[src/rtl/d_mul_rot_uni.sv]
// Deterministic unipolar stochastic multiplier (rotation method).
// The B unary stream lags one extra cycle per A period, so every A/B phase pair occurs once per window.
module d_mul_rot_uni #(
    parameter int WIDTH = 8
) (
    input  logic             clk,
    input  logic             rst,
    input  logic [WIDTH-1:0] iA,
    input  logic [WIDTH-1:0] iB,
    input  logic             loadA,
    input  logic             loadB,
    output logic             oC
);

    localparam logic [WIDTH-1:0] CNT_MAX = {WIDTH{1'b1}};
    localparam logic [WIDTH-1:0] CNT_ONE = WIDTH'(1);

    logic [WIDTH-1:0] ra_q, ra_d;
    logic [WIDTH-1:0] rb_q, rb_d;
    logic [WIDTH-1:0] cnta_q, cnta_d;
    logic [WIDTH-1:0] cntb_q, cntb_d;
    logic             oc_q, oc_d;
    logic             bit_a, bit_b;

    assign bit_a = (cnta_q < ra_q);
    assign bit_b = (cntb_q < rb_q);

    always_comb begin
        ra_d   = ra_q;
        rb_d   = rb_q;
        cnta_d = cnta_q + CNT_ONE;
        cntb_d = cntb_q + CNT_ONE;
        oc_d   = bit_a & bit_b;

        if (loadA) ra_d = iA;
        if (loadB) rb_d = iB;

        // Any load starts a fresh product window with the rotation phase cleared.
        if (loadA || loadB) begin
            cnta_d = '0;
            cntb_d = '0;
        end else if (cnta_q == CNT_MAX) begin
            cntb_d = cntb_q;
        end
    end

    always_ff @(posedge clk or posedge rst) begin
        if (rst) begin
            ra_q   <= '0;
            rb_q   <= '0;
            cnta_q <= '0;
            cntb_q <= '0;
            oc_q   <= 1'b0;
        end else begin
            ra_q   <= ra_d;
            rb_q   <= rb_d;
            cnta_q <= cnta_d;
            cntb_q <= cntb_d;
            oc_q   <= oc_d;
        end
    end

    assign oC = oc_q;

endmodule

[config.mk]
export PLATFORM = sky130hd
export DESIGN_NAME = d_mul_rot_uni
export DESIGN_NICKNAME = d
export VERILOG_FILES = /design/src/rtl/d_mul_rot_uni.sv
export SDC_FILE = /design/constraint.sdc
export NUM_CORES = 1
export LEC_CHECK = 0
export CAP_MARGIN = 30
export CORE_AREA = 2 2 96 52
export CTS_CLUSTER_DIAMETER = 60
export DETAILED_ROUTE_END_ITERATION = 10
export DIE_AREA = 0 0 98 54
export GPL_TIMING_DRIVEN = 0
export HOLD_SLACK_MARGIN = 0.05
export SYNTH_ARGS = -nofsm -noshare
export SYNTH_HDL_FRONTEND = slang
export SYNTH_SLANG_ARGS = --single-unit
[constraint.sdc]
create_clock -name clk -period 1.9 [get_ports clk]
set_clock_uncertainty 0.1 [all_clocks]
set_input_delay 0.38 -clock clk [delete_from_list [all_inputs] [get_ports clk]]
set_output_delay 0.38 -clock clk [all_outputs]
set_load 0.02 [all_outputs]
== Word-level counts from Yosys, hierarchy flattened ==
Cells that the tools add are included.

* Add/subtract/negate cells: 2
* $lt $le $gt $ge: 2
* Equal/unequal tests: 2
* Mux-type cells: 3
* Bitwise logic cells: 1
* Reduce and logical (&&, ||, !) cells: 1

{| class="wikitable"
|+ Operators with widths
! operator !! count
|-
| 8-bit two-way mux || 3
|-
| 8-bit by 1-bit adder with 8-bit output, second input constant || 2
|-
| 8-bit < comparator || 2
|-
| 8-bit == test, second input constant || 1
|-
| 2-bit != test, second input constant || 1
|-
| 1-bit AND || 1
|-
| 1-bit logical OR || 1
|}

* Flip-flop bits (word level): 33
* Bits of input ports: 20
* Output and inout bits: 1
* Word-level logic and storage cells: 16

== Logic depth before layout (Yosys ltp) ==
Gate-level depths: netlist of run 1.

* Word-level depth: 3
* Depth in mapped cells: 6
* Mapped depth without buffers: 6

== Least setup slack after synthesis of run 1 ==
OpenSTA, ideal clock, no wires.

* Kind: register -> register
* Start: reg cntb_q[6]
* End: reg oc_q (netlist: oC)
* Library setup time: 0.099 ns
* Arrival: 1.569 ns
* Required time: 1.701 ns
* Slack: 0.132 ns
* Cell stages (with the launch flop): 6
* Buffers on the path: 0
* Period minus slack after synthesis: 1.768 ns
* Cells stage by stage: dfrtp_1 -> ha_1 -> and3_1 -> a211o_1 -> a221o_1 -> a311oi_1

* Longest elaborated chain between the ends: 2

{| class="wikitable"
|+ Ends and longest elaborated chain
! element !! line !! text
|-
| start: declaration || 21 || <nowiki>logic [WIDTH-1:0] cntb_q, cntb_d;</nowiki>
|-
| start signal: assignment || 58 || <nowiki>cntb_q <= cntb_d;</nowiki>
|-
| 8-bit < comparator || 26 || <nowiki>assign bit_b = (cntb_q < rb_q);</nowiki>
|-
| 1-bit AND || 33 || <nowiki>oc_d = bit_a & bit_b;</nowiki>
|-
| via oc_d || 22 || <nowiki>logic oc_q, oc_d;</nowiki>
|-
| end signal: assignment || 53 || <nowiki>oc_q <= 1'b0;</nowiki>
|-
| end signal: assignment || 59 || <nowiki>oc_q <= oc_d;</nowiki>
|-
| end: declaration || 22 ||
|}

The timed path passes the listed nets, and every way through them passes these cells.
A chain may end at the register's enable or synchronous reset.

== Worst setup path in the final report of run 1 ==
* Start: reg rb_q[7]
* End: reg oc_q (netlist: oC)

* Longest elaborated chain between the ends: 2

{| class="wikitable"
|+ Ends and longest elaborated chain
! element !! line !! text
|-
| start: declaration || 19 || <nowiki>logic [WIDTH-1:0] rb_q, rb_d;</nowiki>
|-
| start signal: assignment || 56 || <nowiki>rb_q <= rb_d;</nowiki>
|-
| 8-bit < comparator || 26 ||
|-
| 1-bit AND || 33 ||
|-
| via oc_d || 22 ||
|}

The timed path passes the listed nets, and every way through them passes these cells.

==> impl_metrics.env, run 1 <==
export IMPL_dr_pass1_iters=4
export IMPL_routed_via_count=1274
export IMPL_holdCritPathClass="in2reg"
export IMPL_dp_hpwl_um=2702
export IMPL_yosys_area_share_adder_pct=11.81
export IMPL_ios=21
export IMPL_syn_area_per_cell_um2=9.744
export IMPL_grt_total_usage_pct=14.76
export IMPL_port_buffers=18
export IMPL_route_detailed_drc=0
export IMPL_crit_chain="inv_1 > ha_4 > and3_4 > a211o_1 > a221o_1 > a311oi_2"
export IMPL_ant_nets=0
export IMPL_path_depth=6
export IMPL_grt_pass1_wl_um=5844
export IMPL_cts_num_sinks=33
export IMPL_pwr_density_cell_nw_per_um2=751.6
export IMPL_async_flop_share_pct=100.0
export IMPL_synth_compound_area_share_pct=13.21
export IMPL_crit_path_end_kind="flip-flop"
export IMPL_totalWireLength_um=3474
export IMPL_final_cell_mix="33 x dfrtp_1, 21 x nand2_1, 20 x o21ai_0"
export IMPL_fin_crit_sh_pct=96.27
export IMPL_clk_pin_slew_ns=0.07
export IMPL_cts_tree="built"
export IMPL_ys_ff_latch=33
export IMPL_setup_violations=0
export IMPL_synth_nets=210
export IMPL_core_area_um2=4572
export IMPL_yosysWarnings=0
export IMPL_synthDominantCellAreaShare_pct=48.71
export IMPL_synth_seq_area_share_pct=48.71
export IMPL_post_route_min_period_ns=1.829
export IMPL_status="finished clean"
export IMPL_diodes=0
export IMPL_drtIter0Drc=59
export IMPL_ff2ff_path_depth=6
export IMPL_cts_buffers=5
export IMPL_synth_top_area_cell="dfrtp_1"
export IMPL_synth_edf_count=0
export IMPL_ys_top_cells_by_area="dfrtp_1 49%, ha_1 12%, o21ai_0 5.9%"
export IMPL_vias_per_cell=4.844
export IMPL_areaGrowthSynthToFinish_pct=26.35
export IMPL_worst_path_buf_inv=1
export IMPL_synthCells=174
export IMPL_cts_max_path_buffers=2
export IMPL_irDropWorstVdd_mv=0.3036
export IMPL_place_congestion=0.7932
export IMPL_start_util_pct=37.08
export IMPL_setup_ws_ns=0.07094
export IMPL_die_area_um2=5292
export IMPL_synth_top_family_by_area="simple AND/OR/NAND/NOR gates"
export IMPL_drive_gt1_share_pct=10.84
export IMPL_wire_per_inst_um=13.21
export IMPL_worstReg2RegEnd="oC"
export IMPL_antenna_found_initial=0
export IMPL_netlist_area_um2=1695
export IMPL_max_clock_freq_mhz=546.7
export IMPL_critPathTopFamily="compound AO/OA/AOI/OAI gates"
export IMPL_yosys_area_share_xor_xnor_pct=4.133
export IMPL_crit_arrival_ns=1.92
export IMPL_finalHoldViolCount=0
export IMPL_cap_violations=0
export IMPL_htreeDepth=2
export IMPL_timing_rr_start="rb_q[7]"
export IMPL_critPathMaxFanout=2
export IMPL_totalNegativeSetupSlack_ns=0
export IMPL_clock_latency_ns=0.29
export IMPL_power_leakage_nw=1.007
export IMPL_cts_hold_buf=0
export IMPL_final_max_slew_viol_count=0
export IMPL_worstMarginPinSlew_ns=0.6762
export IMPL_worst_setup_path_type="reg2reg"
export IMPL_rows=18
export IMPL_startpoint="rb_q[7]"
export IMPL_cp_slowest_cell="dfrtp_1"
export IMPL_r2r_slack_ns=0.07
export IMPL_cp_start_kind="flip-flop"
export IMPL_overflow=0
export IMPL_fillers=431
export IMPL_yosys_cell_types_count=30
export IMPL_crit_required_ns=1.99
export IMPL_max_stage_delay_ns=0.37
export IMPL_synth_main_ff_cell="dfrtp_1"
export IMPL_nNetsFinal=238
export IMPL_grt_pass1_vias=1165
export IMPL_crit_path_end="oC"
export IMPL_die_x_um=98
export IMPL_slew_headroom_pct=54.87
export IMPL_synth_simple_gate_area_share_pct=15.35
export IMPL_pre_cts_ws_ns=-0.02183
export IMPL_die_height_um=54
export IMPL_synthMuxAreaShare_pct=1.328
export IMPL_grt_max_degree=20
export IMPL_root_buffer="clkbuf_8"
export IMPL_layout_commonest_cell="dfrtp_1"
[layout make-up]
type                            count  area, um^2  area share (%)
Buffer                              6       32.53           1.519
Clock buffer                        6       82.58           3.855
Clock inverter                      2       37.54           1.752
Inverter                           16       60.06           2.804
Multi-Input combinational cell    119       805.8           37.62
Sequential cell                    33       825.8           38.55
Tap cell                           60       75.07           3.505
Timing Repair Buffer               21       222.7           10.40
[sequential cells by signal, indices dropped and copies added (netlist names)]
name / cells
cnta_q: 8
cntb_q: 8
ra_q: 8
rb_q: 8
oC: 1
[where the power goes]
group          total (mW)  internal (mW)  switching [mW]  leakage (nW)
clock network       0.686          0.426           0.260        0.0574
logic               0.174         0.0849          0.0887         0.526
registers           0.751          0.738          0.0129         0.424
total                1.61           1.25           0.361          1.01
[cell usage after synthesis, types with 2 or more instances]
cell       n
a21oi_1    7
and3_1     2
buf_2      2
clkbuf_1   3
dfrtp_1   33
ha_1      16
inv_1     16
mux2_2     2
nand2_1   21
nand3_1    6
nand4_1    2
nor2_1    14
o211ai_1   5
o21ai_0   20
or3_1      3
or4_1      2
xor2_1     7
[cells by family after synthesis]
group,count (synthesis)
flip-flops,33
AND/OR/NAND/NOR,55
AO/OA/AOI/OAI,38
XOR/XNOR,8
multiplexers,2
adder cells (fa/ha/maj),16
buffers and inverters,22
[how the worst min path moves through the flow]
| stage | startpoint | endpoint | slack [ns] | cells after the start |
|---|---|---|---|---|
| floorplan | cnta_q[0] | cnta_q[0] | 0.35 | 1 |
| global placement | ra_q[0] | ra_q[0] | 0.38 | 1 |
| detailed placement | cnta_q[0] | cnta_q[0] | 0.38 | 1 |
| CTS | loadB | rb_q[4] | 0.22 | 2 |
| global route | loadB | rb_q[5] | 0.23 | 2 |
| finish | loadB | rb_q[4] | 0.23 | 2 |
[metrics by stage]
stage | total power, mW | hold slack, ns | utilization (%) | instance area (um^2) | std cells
global placement | 0.9230 | 0.3844 | 42.67 | 1951 | 252
CTS | 1.625 | 0.2220 | 46.06 | 2106 | 262
finish | 1.610 | 0.2255 | 46.85 | 2142 | 263
global route | 1.688 | 0.2305 | 46.85 | 2142 | 263
detailed placement | 0.9338 | 0.3849 | 43.27 | 1978 | 253
floorplan | 0.8568 | 0.3471 | - | 1695 | 174
[routing by layer]
layer | part of all wire (%) | global-route usage (%) | wire length (um) | up-vias
li1 | - | - | - | 658
met3 | 5.4 | 5.195 | 188 | 7
met5 | 0 | 0 | 0 | -
met1 | 57 | 22.51 | 1971 | 585
met4 | 0.95 | 4.167 | 33 | 0
met2 | 37 | 19.06 | 1280 | 24
[timing repair]
| action | 4_1_cts | 5_1_grt |
|---|---|---|
| endpoints found under the setup margin | 1 | 4 |
| buffers inserted | 1 | 1 |
| resized for setup | 0 | 4 |
| pin swaps | 1 | 1 |
Note: power is estimated with default switching activity, not from simulation.
==> inputs of run 2 (changes only) <==
CAP_MARGIN = 20   (was 30)
PLACE_DENSITY = 0.62   (was default)
==> impl_metrics.env, run 2 (same netlist as run 1, synthesis figures left out) <==
export IMPL_max_clock_freq_mhz=532.1
export IMPL_antenna_found_initial=0
export IMPL_crit_arrival_ns=1.97
export IMPL_worstMarginPinSlew_ns=0.6681
export IMPL_final_max_slew_viol_count=0
export IMPL_die_height_um=54
export IMPL_critPathMaxFanout=2
export IMPL_status="finished clean"
export IMPL_totalWireLength_um=3546
export IMPL_cts_hold_buf=0
export IMPL_areaGrowthSynthToFinish_pct=24.94
export IMPL_final_cell_mix="33 x dfrtp_1, 21 x nand2_1, 20 x o21ai_0"
export IMPL_drtIter0Drc=47
export IMPL_grt_total_usage_pct=14.56
export IMPL_ios=21
export IMPL_finalHoldViolCount=0
export IMPL_ant_nets=0
export IMPL_rows=18
export IMPL_setup_violations=0
export IMPL_place_congestion=0.8163
export IMPL_cts_buffers=5
export IMPL_die_x_um=98
export IMPL_root_buffer="clkbuf_8"
export IMPL_dp_hpwl_um=2653
export IMPL_irDropWorstVdd_mv=0.2331
export IMPL_cts_num_sinks=33
export IMPL_dr_pass1_iters=4
export IMPL_grt_pass1_wl_um=5733
export IMPL_placed_cell_area_um2=1978
export IMPL_diodes=0
export IMPL_start_util_pct=37.08
export IMPL_core_area_um2=4572
export IMPL_crit_path_end_kind="flip-flop"
export IMPL_vias_per_cell=4.777
export IMPL_overflow=0
export IMPL_port_buffers=18
export IMPL_cts_tree="built"
export IMPL_clock_latency_ns=0.28
export IMPL_routed_via_count=1261
export IMPL_crit_required_ns=1.99
export IMPL_holdCritPathClass="in2reg"
export IMPL_finalPower_mw=1.505
export IMPL_grt_max_degree=20
export IMPL_wire_per_inst_um=13.43
export IMPL_worst_setup_path_type="reg2reg"
export IMPL_fillers=445
export IMPL_route_detailed_drc=0
export IMPL_final_area_um2=2118
export IMPL_cap_violations=0
export IMPL_power_leakage_nw=1.010
export IMPL_post_route_min_period_ns=1.879
export IMPL_fin_crit_sh_pct=98.91
export IMPL_layout_commonest_cell="dfrtp_1"
export IMPL_nNetsFinal=239
export IMPL_pwr_density_cell_nw_per_um2=710.7
export IMPL_cp_start_kind="flip-flop"
export IMPL_htreeDepth=2
export IMPL_cts_max_path_buffers=2
export IMPL_die_area_um2=5292
export IMPL_grt_pass1_vias=1163
export IMPL_drive_gt1_share_pct=11.76
export IMPL_slew_headroom_pct=55.41
export IMPL_clk_pin_slew_ns=0.07
-- run 2: changes by cell type in the layout (fill, tap and decap cells not counted), sizes merged --
| cell | previous run | this run |
|---|---|---|
| buf | 6 | 7 |
| bufinv | 1 | 0 |
| clkbuf | 9 | 10 |
| clkinv | 0 | 1 |
| clkinvlp | 1 | 0 |
-- run 2: layout make-up --
type	instances	area [um^2]	area share, %
Sequential cell	33	825.8	38.98
Multi-Input combinational cell	119	793.3	37.45
Timing Repair Buffer	22	230.2	10.87
Clock buffer	7	96.34	4.548
Tap cell	60	75.07	3.544
Inverter	16	60.06	2.835
Buffer	6	32.53	1.536
Clock inverter	1	5.005	0.2363
-- run 2: worst max-delay path, cell delays in order, from the launching register on --
cell and delay [ns]:
dfrtp_1 0.39, ha_1 0.30, and3_4 0.20, a211o_1 0.28, a221o_1 0.29, a311oi_2 0.23
-- run 2: metal layers --
metal	wire [um]	track usage (%)	share of wire, %	up-vias
met4	60	4.861	1.7	0
met2	1309	19.41	37	22
met3	174	5.065	4.9	6
li1	-	-	-	655
met5	0	0	0	-
met1	2002	21.58	56	578
-- run 2: worst paths after layout --
kind	start	end	slack, ns	depth (start not counted)
min in group asynchronous	rst	ra_q[7]	0.40	2
worst min register to register	cnta_q[0]	cnta_q[0]	0.39	1
max in group asynchronous	rst	cnta_q[7]	0.78	3
worst min-delay path	loadB	rb_q[7]	0.23	2
worst max register to register	cntb_q[7]	oC	0.02	5
worst max-delay path	cntb_q[7]	oC	0.02	5
-- run 2: what timing repair did --
item | in CTS | in global routing
pin swaps | 0 | 1
gates cloned | 0 | 0
setup buffers | 2 | 1
endpoints found under the setup margin | 1 | 3
resized for setup | 0 | 5
-- run 2: report_power, final --
| group | internal [mW] | leakage (nW) | switching, mW | total, mW |
|---|---|---|---|---|
| clock network | 0.327 | 0.0542 | 0.256 | 0.583 |
| logic | 0.0840 | 0.532 | 0.0874 | 0.171 |
| registers | 0.738 | 0.424 | 0.0131 | 0.751 |
-- run 2: through the flow --
stage,TNS (ns),utilization [%],instances,hold slack [ns],worst slack [ns]
after floorplan,0,-,174,0.3471,0.1319
after global placement,-3.708,42.67,252,0.3797,-0.1136
after detailed placement,0,43.27,253,0.3753,0.009373
after CTS,0,45.81,263,0.2261,0.006209
after global routing,-0.02013,46.33,264,0.2274,-0.02013
final,0,46.33,264,0.2300,0.02078
